===== src/rtl/crossbar_sched_if.sv =====
// Handshake/bus bundle for crossbar_sched: table-write port, run control and
// crossbar outputs. The DUT uses the slave modport, its driver uses master.
interface crossbar_sched_if #(
  parameter int DEPTH   = 4,
  parameter int DWELL_W = 4
);
  localparam int IDX_W = $clog2(DEPTH);

  logic               wr_en;
  logic [IDX_W-1:0]   wr_addr;
  logic [4:0]         wr_ctrl;
  logic [DWELL_W-1:0] wr_dwell;
  logic [IDX_W-1:0]   num_entries;
  logic               start;
  logic               stop;
  logic [4:0]         control;
  logic [IDX_W-1:0]   entry_idx;
  logic               switch_pulse;
  logic               busy;
  logic               done;

  modport master (
    output wr_en, wr_addr, wr_ctrl, wr_dwell, num_entries, start, stop,
    input  control, entry_idx, switch_pulse, busy, done
  );

  modport slave (
    input  wr_en, wr_addr, wr_ctrl, wr_dwell, num_entries, start, stop,
    output control, entry_idx, switch_pulse, busy, done
  );
endinterface


===== src/rtl/crossbar_sched.sv =====
// Table-driven 4x4 crossbar scheduler: applies {ctrl, dwell} entries in order.
// Define CROSSBAR_SCHED_LOOP_EN to wrap to entry 0 at end of pass instead of stopping.
module crossbar_sched #(
  parameter int DEPTH   = 4,
  parameter int DWELL_W = 4
) (
  input logic              clk,
  input logic              rst,
  crossbar_sched_if.slave  bus
);
  localparam int IDX_W = $clog2(DEPTH);

  typedef enum logic [1:0] {IDLE, RUN, DONE} state_t;

  state_t             r_state;
  logic [4:0]         r_ctrl  [DEPTH];
  logic [DWELL_W-1:0] r_dwell [DEPTH];
  logic [DWELL_W-1:0] r_cnt;
  logic [IDX_W-1:0]   r_last;
  logic [IDX_W-1:0]   r_idx;
  logic [4:0]         r_control;
  logic               r_pulse;
  logic               r_busy;
  logic               r_done;
  logic [IDX_W-1:0]   w_next_idx;

  assign w_next_idx       = r_idx + IDX_W'(1);
  assign bus.control      = r_control;
  assign bus.entry_idx    = r_idx;
  assign bus.switch_pulse = r_pulse;
  assign bus.busy         = r_busy;
  assign bus.done         = r_done;

  always_ff @(posedge clk) begin
    if (rst) begin
      r_state   <= IDLE;
      r_cnt     <= '0;
      r_last    <= '0;
      r_idx     <= '0;
      r_control <= '0;
      r_pulse   <= 1'b0;
      r_busy    <= 1'b0;
      r_done    <= 1'b0;
      for (int unsigned i = 0; i < DEPTH; i++) begin
        r_ctrl[IDX_W'(i)]  <= '0;
        r_dwell[IDX_W'(i)] <= '0;
      end
    end else begin
      r_pulse <= 1'b0;
      r_done  <= 1'b0;
      case (r_state)
        IDLE: begin
          if (bus.wr_en) begin
            r_ctrl[bus.wr_addr]  <= bus.wr_ctrl;
            r_dwell[bus.wr_addr] <= bus.wr_dwell;
          end else if (bus.start) begin
            r_state   <= RUN;
            r_last    <= bus.num_entries;
            r_idx     <= '0;
            r_control <= r_ctrl[0];
            r_cnt     <= r_dwell[0];
            r_pulse   <= 1'b1;
            r_busy    <= 1'b1;
          end
        end
        RUN: begin
          // stop wins over end-of-pass so the two together yield one DONE
          if (bus.stop) begin
            r_state   <= DONE;
            r_done    <= 1'b1;
            r_busy    <= 1'b0;
            r_control <= '0;
            r_idx     <= '0;
            r_cnt     <= '0;
          end else if (r_cnt != '0) begin
            r_cnt <= r_cnt - DWELL_W'(1);
          end else if (r_idx < r_last) begin
            r_idx     <= w_next_idx;
            r_control <= r_ctrl[w_next_idx];
            r_cnt     <= r_dwell[w_next_idx];
            r_pulse   <= 1'b1;
          end else begin
`ifdef CROSSBAR_SCHED_LOOP_EN
            r_idx     <= '0;
            r_control <= r_ctrl[0];
            r_cnt     <= r_dwell[0];
            r_pulse   <= 1'b1;
`else
            r_state   <= DONE;
            r_done    <= 1'b1;
            r_busy    <= 1'b0;
            r_control <= '0;
            r_idx     <= '0;
            r_cnt     <= '0;
`endif
          end
        end
        DONE: begin
          r_state <= IDLE;
        end
        default: begin
          r_state <= IDLE;
        end
      endcase
    end
  end
endmodule


===== src/flat_wrapper.sv =====
// flat-port wrapper written by rule: the top's interface ports become plain ports
module crossbar_sched_flat 
#(
  parameter int DEPTH   = 4,
  parameter int DWELL_W = 4
)
  (clk, rst, bus_wr_en, bus_wr_addr, bus_wr_ctrl, bus_wr_dwell, bus_num_entries, bus_start, bus_stop, bus_control, bus_entry_idx, bus_switch_pulse, bus_busy, bus_done);
  crossbar_sched_if #(.DEPTH(DEPTH), .DWELL_W(DWELL_W)) bus_i ();
  input logic clk;
  input logic rst;
  input wire logic [$bits(bus_i.wr_en)-1:0] bus_wr_en;
  input wire logic [$bits(bus_i.wr_addr)-1:0] bus_wr_addr;
  input wire logic [$bits(bus_i.wr_ctrl)-1:0] bus_wr_ctrl;
  input wire logic [$bits(bus_i.wr_dwell)-1:0] bus_wr_dwell;
  input wire logic [$bits(bus_i.num_entries)-1:0] bus_num_entries;
  input wire logic [$bits(bus_i.start)-1:0] bus_start;
  input wire logic [$bits(bus_i.stop)-1:0] bus_stop;
  output wire logic [$bits(bus_i.control)-1:0] bus_control;
  output wire logic [$bits(bus_i.entry_idx)-1:0] bus_entry_idx;
  output wire logic [$bits(bus_i.switch_pulse)-1:0] bus_switch_pulse;
  output wire logic [$bits(bus_i.busy)-1:0] bus_busy;
  output wire logic [$bits(bus_i.done)-1:0] bus_done;
  assign bus_i.wr_en = bus_wr_en;
  assign bus_i.wr_addr = bus_wr_addr;
  assign bus_i.wr_ctrl = bus_wr_ctrl;
  assign bus_i.wr_dwell = bus_wr_dwell;
  assign bus_i.num_entries = bus_num_entries;
  assign bus_i.start = bus_start;
  assign bus_i.stop = bus_stop;
  assign bus_control = bus_i.control;
  assign bus_entry_idx = bus_i.entry_idx;
  assign bus_switch_pulse = bus_i.switch_pulse;
  assign bus_busy = bus_i.busy;
  assign bus_done = bus_i.done;
  crossbar_sched #(.DEPTH(DEPTH), .DWELL_W(DWELL_W)) u_core (.clk(clk), .rst(rst), .bus(bus_i));
endmodule

===== config.mk =====
export PLATFORM = sky130hd
export DESIGN_NAME = crossbar_sched_flat
export DESIGN_NICKNAME = d
export VERILOG_FILES = /design/src/rtl/crossbar_sched_if.sv /design/src/rtl/crossbar_sched.sv /design/src/flat_wrapper.sv
export SDC_FILE = /design/constraint.sdc
export NUM_CORES = 1
export LEC_CHECK = 0
export CORE_UTILIZATION = 36
export DETAILED_ROUTE_END_ITERATION = 8
export DONT_BUFFER_PORTS = 1
export SLEW_MARGIN = 40
export SYNTH_ARGS = -nofsm -noshare
export SYNTH_HDL_FRONTEND = slang
export SYNTH_SLANG_ARGS = --single-unit

===== constraint.sdc =====
create_clock -name clk -period 1.9 [get_ports clk]
set_input_delay 0.38 -clock clk [delete_from_list [all_inputs] [get_ports clk]]
set_output_delay 0.38 -clock clk [all_outputs]
set_load 0.02 [all_outputs]

## After elaboration in Yosys (flattened, before gate mapping)

Memories as Yosys holds them, arrays and structs flattened.
Index checks and enable logic that the tools add are counted.
Widths: inputs -> output; s select.

| word-level totals | value |
|---|---|
| register bits after elaboration | 18 |
| RAM bits | 36 |
| output and inout port bits | 10 |
| memories kept | 2 |

Memory list:

| memory | words | bits a word | read ports | clocked after Yosys merged registers in | wr ports | line | source |
|---|---|---|---|---|---|---|---|
| u_core.r_ctrl | 4 | 5 | 2 | 0 | 4 | crossbar_sched.sv:16 | `logic [4:0] r_ctrl [DEPTH];` |
| u_core.r_dwell | 4 | 4 | 2 | 0 | 4 | crossbar_sched.sv:17 | `logic [DWELL_W-1:0] r_dwell [DEPTH];` |

| cells by class | value |
|---|---|
| add/subtract/negate cells | 2 |
| order comparisons | 1 |
| eq/ne operators | 5 |
| muxes and demuxes | 51 |
| bitwise operators | 2 |
| reduce and logical (&&, ||, !) cells | 11 |

Operators with widths:

| kind | number |
|---|---|
| $mux 5 | 6 |
| $mux 2 | 12 |
| $mux 4 | 6 |
| $mux 1 | 21 |
| $pmux 5 s2 | 1 |
| $pmux 2 s2 | 2 |
| $pmux 4 s2 | 1 |
| $reduce_and 4->1 | 2 |
| $ne 3x3->1 const B | 2 |
| $reduce_and 3->1 | 2 |
| $reduce_and 5->1 | 1 |
| $reduce_or 5->1 | 1 |
| $ne 2x2->1 const B | 2 |
| $pmux 1 s2 | 2 |
| $reduce_bool 4->1 | 1 |
| $reduce_or 4->1 | 1 |
| $sub 4x1->4 const B | 1 |
| $add 2x1->2 const B | 1 |
| $eq 2x1->1 const B | 1 |
| $logic_not 2->1 | 1 |
| $lt 2x2->1 | 1 |
| $not 1->1 | 2 |
| $reduce_bool 2->1 | 1 |
| $reduce_or 2->1 | 1 |

## Logic depth before layout (Yosys ltp)

Gate-level depths: netlist of run 1.

| depth | value |
|---|---|
| word-level depth | 6 |
| gate-level depth with buffers | 7 |
| depth with buffers taken out | 6 |

## Worst setup path before layout of run 1

No wires, ideal clock.

| timing path | value |
|---|---|
| kind | register to register |
| from | register u_core.r_state[0] |
| to | memory u_core.r_ctrl[1][0], enable pin |
| library setup time | 0.312 ns |
| arrival | 1.654 ns |
| required time | 1.588 ns |
| path slack | -0.066 ns |
| stages on the path, launching flop included | 7 |
| buffers on the path | 2 |
| cells stage by stage | dfxtp_1 > buf_6 > nor3b_1 > nor2b_1 > clkbuf_1 > nor3b_2 > or2_2 |

RTL lines:

| element | line | source |
|---|---|---|
| start: declaration | crossbar_sched.sv:15 | `state_t r_state;` |
| start signal: assignment | crossbar_sched.sv:36 | `r_state <= IDLE;` |
| start signal: assignment | crossbar_sched.sv:57 | `r_state <= RUN;` |
| start signal: assignment | crossbar_sched.sv:69 | `r_state <= DONE;` |
| end: declaration | crossbar_sched.sv:16 |  |

==> flow_metrics.py, run 1 <==
metrics = {
    "drt": {
        "drc_errors": 0,
        "vias_per_cell": 5.186,
        "routed_wl_um": 5341,
        "wire_per_inst_um": 17.40,
        "vias": 1592,
        "drtAntennaViolNets": 0,
        "initialDrtViolationCount": 58,
        "dr.pass1.iters": 4,
    },
    "timing": {
        "hold_viol_final": 0,
        "fin_crit_ns": 1.699,
        "timing.slew.headroom": 0.5661,
        "fin_tns_setup_ns": 0,
        "fmaxAchievable_mhz": 588.5,
        "worst_pin_slew_ns": 0.6441,
        "setup_violations": 0,
        "post-route-period-util": 0.8943,
        "maxSlewViolCount": 0,
        "rsz0062_at_grt": "false",
        "final.setup_skew_ns": 0.008798,
    },
    "clock_tree": {
        "ctsHoldBuffers": 0,
        "cts_max_level": 2,
        "cts_buffer_depth": 2,
        "clkSinkCount": 54,
        "clk_latency_ns": 0.32,
        "root_buffer": "clkbuf_8",
        "cts_tree": "done",
        "cts_setup_buffers": 0,
        "cts_resized": 0,
        "cts.clk_slew.worst_paths_ns": 0.10,
        "cts_made_buffers": 5,
    },
    "setup_path": {
        "r2r.worst_path.cells": 4,
        "cp_cell_sequence": "nor3b_2 -> nor2b_2 -> nor3b_2 -> or2_2",
        "critPathSlowestCell": "dfxtp_1",
        "start_kind": "register",
        "endpoint_kind": "register",
        "path_common_cell": "nor3b_2",
        "arrival_ns": 1.72,
        "worst-r2r-setup-slack_ns": 0.20,
        "crit_buf_inv": 0,
        "reg2reg_from": "u_core.r_state[1]$_SDFFE_PP0P_",
        "cp_top_family": "simple AND/OR/NAND/NOR gates",
        "worst_r2r_endpoint": "u_core.r_ctrl[0][3]$_SDFFCE_PN0P_",
        "path_class": "register to register",
        "cp_slowest_stage_delay_ns": 0.38,
        "worstPathRequired_ns": 1.92,
        "cp_max_fo": 9,
    },
    "min_path": {
        "hold_path.class": "input port to register",
        "hold_depth": 1,
        "hp-start": "rst",
        "hold_end": "u_core.bus.control[0]$_SDFFE_PP0P_",
    },
    "floorplan": {
        "start_util": 0.3735,
        "rows": 30,
        "dieHeight_um": 85.96,
        "core_region_area_um2": 6794,
        "dieArea_um2": 7388,
        "die_w_um": 85.96,
        "pin_count": 28,
    },
    "synthesis": {
        "ys_seq_area_frac": 0.5680,
        "synth.distinct_cells": 41,
        "ys_ff_latch": 54,
        "ys.warnings.count": 0,
        "syn_nets": 219,
        "async_flop_share": 0,
        "synth_edf_count": 36,
        "synth_area_um2": 2537,
        "syn_avg_cell_area_um2": 12.75,
        "ys.flop_type": "edfxtp_1",
        "syn_inst": 199,
    },
    "power": {
        "pwr_density_cell_nw_per_um2": 806.8,
        "vdd_drop_max_v": 0.0004623,
        "leakage_nw": 0.9812,
    },
    "global_route": {
        "grt_pass1_vias": 1563,
        "grt.total_usage": 0.1561,
        "grt.overflow.total": 0,
        "grt_max_degree": 24,
        "grt_pass1_wl_um": 8321,
        "antenna_found_initial": 0,
    },
    "final_layout": {
        "utilization": 0.4116,
        "n_antenna_cell": 0,
        "multi_input_area_um2": 1025,
        "drive_above_1_share": 0.1991,
        "nets": 230,
        "regArea_um2": 1441,
        "nFillCells": 654,
        "syn2layout_area_growth_pct": 10.21,
    },
    "run": {
        "drv_cap": 0,
    },
    "placed_design": {
        "portBuffers": 0,
        "gp_congestion": 0.7917,
        "dpl.hpwl_um": 3783,
    },
    "run_status": {
        "status": "finished, final reports clean",
    },
}
worst reg2reg max path: cells and delay by family, from the launching register on:
kind             cells  cell delay (ns)
flip-flops           1             0.38
AND/OR/NAND/NOR      4             1.03
cells in the mapped netlist, drive strengths merged, types with 2 or more instances:
library cell,number,area share
a221oi,10,0.035
a211oi,3,0.014
o21ai,5,0.0099
nand3,4,0.0079
dfxtp,18,0.14
nand2,4,0.0059
inv,7,0.010
nor3,9,0.018
nor2b,3,0.0074
clkbuf,3,0.0044
ha,2,0.0099
mux2i,4,0.016
nor3b,5,0.019
nor2,10,0.015
a2111oi,2,0.0074
a31o,2,0.0069
mux4,8,0.072
edfxtp,36,0.43
nand2b,2,0.0049
and2,36,0.089
or2,2,0.0049
a21oi,7,0.014
buf,6,0.023
routing by layer:
layer,GRT usage,part of all wire,up-vias,routed length (um)
met5,0,0,-,0
met4,0.06818,0.022,0,115
met3,0.04427,0.065,10,346
met2,0.2410,0.48,36,2553
met1,0.2050,0.44,778,2326
li1,-,-,768,-
layout make-up:
type / count / area share
flip-flops and latches: 54 / 0.5154
well taps: 96 / 0.04295
repair buffers: 13 / 0.03490
clock inverters: 2 / 0.004922
clock buffers: 6 / 0.02595
inverters: 7 / 0.009396
multi-input cells: 129 / 0.3664
power breakdown:
group / switching [mW] / internal, mW / leakage [nW] / total, mW
clock: 0.394 / 0.261 / 0.0452 / 0.655
sequential: 0.0510 / 1.32 / 0.523 / 1.37
combinational: 0.121 / 0.105 / 0.413 / 0.227
total: 0.566 / 1.69 / 0.981 / 2.26
flip-flops by register name, indices dropped and copies added (netlist names):
register and cells:
u_core.r_ctrl 20, u_core.r_dwell 16, u_core.bus.control 5, u_core.r_cnt 4, u_core.bus.entry_idx 2, u_core.r_last 2, u_core.r_state 2, u_core.bus.busy 1
u_core.bus.done 1, u_core.bus.switch_pulse 1
worst max-delay path by stage:
| stage | startpoint | to | slack [ns] | cells past startpoint |
|---|---|---|---|---|
| finish | u_core.r_state[1]$_SDFFE_PP0P_ | u_core.r_ctrl[0][3]$_SDFFCE_PN0P_ | 0.20 | 4 |
| global route | u_core.r_cnt[0]$_SDFFE_PP0P_ | u_core.r_cnt[0]$_SDFFE_PP0P_ | 0.04 | 7 |
| CTS | u_core.r_state[1]$_SDFFE_PP0P_ | u_core.r_ctrl[0][3]$_SDFFCE_PN0P_ | 0.02 | 4 |
| detailed placement | u_core.r_state[1]$_SDFFE_PP0P_ | u_core.r_ctrl[0][0]$_SDFFCE_PN0P_ | 0.04 | 4 |
| global placement | bus_wr_en | u_core.r_ctrl[0][0]$_SDFFCE_PN0P_ | 0.11 | 4 |
| floorplan | u_core.r_state[0]$_SDFFE_PP0P_ | u_core.r_ctrl[1][0]$_SDFFCE_PN0P_ | 0.01 | 6 |
stage by stage:
stage / worst slack, ns / total power, mW / instance area, um2 / hold WS (ns) / instances
CTS: 0.01522 / 2.272 / 2786 / 0.1158 / 307
detailed placement: 0.03918 / 1.629 / 2700 / 0.4577 / 299
global route: 0.04463 / 2.342 / 2796 / 0.1127 / 307
floorplan: 0.01339 / 1.559 / 2551 / 0.4546 / 199
finish: 0.2008 / 2.256 / 2796 / 0.1209 / 307
global placement: 0.1051 / 1.627 / 2700 / 0.4558 / 299
cell usage in the layout, fill, tap and decap left out, drive strengths merged, types with 3 or more instances in the layout:
master  Yosys  routed
nand2       4       4
mux2i       4       4
nor2b       3       3
a211oi      3       3
o21ai       5       5
dfxtp      18      18
nand3       4       4
nor2       10      10
and2       36      36
inv         7       7
nor3        9       9
a221oi     10      10
nor3b       5       5
buf         6      13
clkbuf      3       6
mux4        8       8
edfxtp     36      36
a21oi       7       7
cell families after synthesis:
logic type / after synthesis / share of synthesized area
adders and majority gates: 2 / 0.009860
buffers and inverters: 16 / 0.03747
xor gates and xnor gates: 1 / 0.003452
and+or+nand+nor: 80 / 0.1879
muxes: 12 / 0.08777
DFF: 54 / 0.5681
AOI/OAI and AO/OA: 34 / 0.1055
No activity file was read; power rests on OpenSTA's default activity.
==> run 2, diff against run 1 <==
PLACE_DENSITY = 0.64   (was unset)
SETUP_SLACK_MARGIN = 0.02   (was unset)
==> flow_metrics.py, run 2 (synthesis results as in run 1) <==
metrics = {
    "placed_design": {
        "portBuffers": 0,
        "dpl.hpwl_um": 3667,
        "gp_congestion": 0.7537,
        "dpl_worst_slack_ns": -0.005239,
    },
    "final_layout": {
        "drive_above_1_share": 0.2010,
        "final_cell_mix": "36 x and2_1, 36 x edfxtp_1, 18 x dfxtp_1",
        "utilization": 0.4203,
        "nets": 228,
        "n_antenna_cell": 0,
        "largest_reg_flops": 20,
        "regMostFlops": "u_core.r_ctrl",
        "nFillCells": 636,
        "syn2layout_area_growth_pct": 12.52,
    },
    "power": {
        "vdd_drop_max_v": 0.0004459,
        "power_mw": 2.413,
        "leakage_nw": 0.9940,
        "pwr_density_cell_nw_per_um2": 845.2,
    },
    "setup_path": {
        "start_kind": "register",
        "path_class": "register to register",
        "cp_max_fo": 8,
        "worstPathRequired_ns": 2.13,
        "endpoint_kind": "register",
        "arrival_ns": 1.98,
    },
    "floorplan": {
        "dieHeight_um": 85.96,
        "dieArea_um2": 7388,
        "start_util": 0.3735,
        "pin_count": 28,
        "die_w_um": 85.96,
        "rows": 30,
        "core_region_area_um2": 6794,
    },
    "timing": {
        "layout_setup_ws_ns": 0.1534,
        "hold_viol_final": 0,
        "final.setup_skew_ns": 0.009717,
        "setup_violations": 0,
        "post-route-period-util": 0.9192,
        "hold_slack_ns": 0.1290,
        "fmaxAchievable_mhz": 572.6,
        "worst_pin_slew_ns": 0.6724,
        "fin_crit_ns": 1.747,
        "maxSlewViolCount": 0,
        "rsz0062_at_grt": "false",
        "fin_tns_setup_ns": 0,
        "timing.slew.headroom": 0.5470,
    },
    "drt": {
        "routed_wl_um": 5264,
        "drtAntennaViolNets": 0,
        "dr.pass1.iters": 4,
        "drc_errors": 0,
        "vias": 1581,
        "wire_per_inst_um": 17.26,
        "initialDrtViolationCount": 42,
        "vias_per_cell": 5.184,
    },
    "global_route": {
        "grt_max_degree": 24,
        "grt_pass1_vias": 1699,
        "antenna_found_initial": 0,
        "grt_pass1_wl_um": 8618,
        "grt.overflow.total": 0,
        "grt.total_usage": 0.1568,
    },
    "run": {
        "drv_cap": 0,
    },
    "clock_tree": {
        "ctsHoldBuffers": 0,
        "clk_latency_ns": 0.31,
        "cts_buffer_depth": 2,
        "cts_tree": "done",
        "cts_max_level": 2,
        "cts_made_buffers": 5,
        "cts.clk_slew.worst_paths_ns": 0.10,
        "cts_setup_buffers": 0,
        "root_buffer": "clkbuf_8",
        "clkSinkCount": 54,
    },
    "run_status": {
        "status": "finished, final reports clean",
    },
    "min_path": {
        "hold_path.class": "input port to register",
    },
}
## run 2: per-layer routing
| layer | part of all wire | GRT usage | up-vias |
|---|---|---|---|
| li1 | - | - | 759 |
| met1 | 0.45 | 0.1934 | 774 |
| met2 | 0.48 | 0.2597 | 42 |
| met3 | 0.061 | 0.04620 | 6 |
| met4 | 0.015 | 0.05909 | 0 |
| met5 | 0 | 0 | - |
## run 2: what timing repair did
action | in CTS | in global routing
hold endpoints to repair | 0 | 0
resized for setup | 1 | 6
setup endpoints to repair | 18 | 28
## run 2: critical path, cell delays in order, from the launching register on
cell	delay, ns
dfxtp_1	0.33
inv_1	0.10
ha_1	0.21
nor3b_4	0.26
buf_4	0.21
o221a_4	0.27
nand4b_1	0.12
a21oi_1	0.18
## run 2: path summary, 6_finish.rpt
path                                     start                                    to  slack, ns  depth (start not counted)
hold reg to reg   u_core.r_cnt[1]$_SDFFE_PP0P_          u_core.r_cnt[1]$_SDFFE_PP0P_       0.50                          2
setup / recovery  u_core.r_cnt[0]$_SDFFE_PP0P_  u_core.bus.entry_idx[1]$_SDFFE_PP0P_       0.15                          7
hold / removal                             rst  u_core.bus.entry_idx[0]$_SDFFE_PP0P_       0.13                          1
setup reg to reg  u_core.r_cnt[0]$_SDFFE_PP0P_  u_core.bus.entry_idx[1]$_SDFFE_PP0P_       0.15                          7
## run 2: report_power, final
group	switching [mW]	total, mW	internal [mW]
combinational	0.128	0.236	0.108
clock	0.402	0.802	0.400
sequential	0.0515	1.37	1.32
## run 2: area by class of cell
cell class	instances	area (um2)	area share
Sequential cell	54	1441	0.5048
Multi-Input combinational cell	129	1056	0.3698
Tap cell	96	120.1	0.04207
Timing Repair Buffer	11	95.09	0.03330
Clock buffer	5	68.82	0.02410
Clock inverter	3	47.55	0.01665
Inverter	7	26.28	0.009202
## run 2: through the flow
| step | cell area (um2) | instances |
|---|---|---|
| final | 2855 | 305 |
| after floorplan | 2552 | 199 |
| after detailed placement | 2698 | 297 |
| after global placement | 2698 | 297 |
| after CTS | 2816 | 305 |
| after global routing | 2855 | 305 |
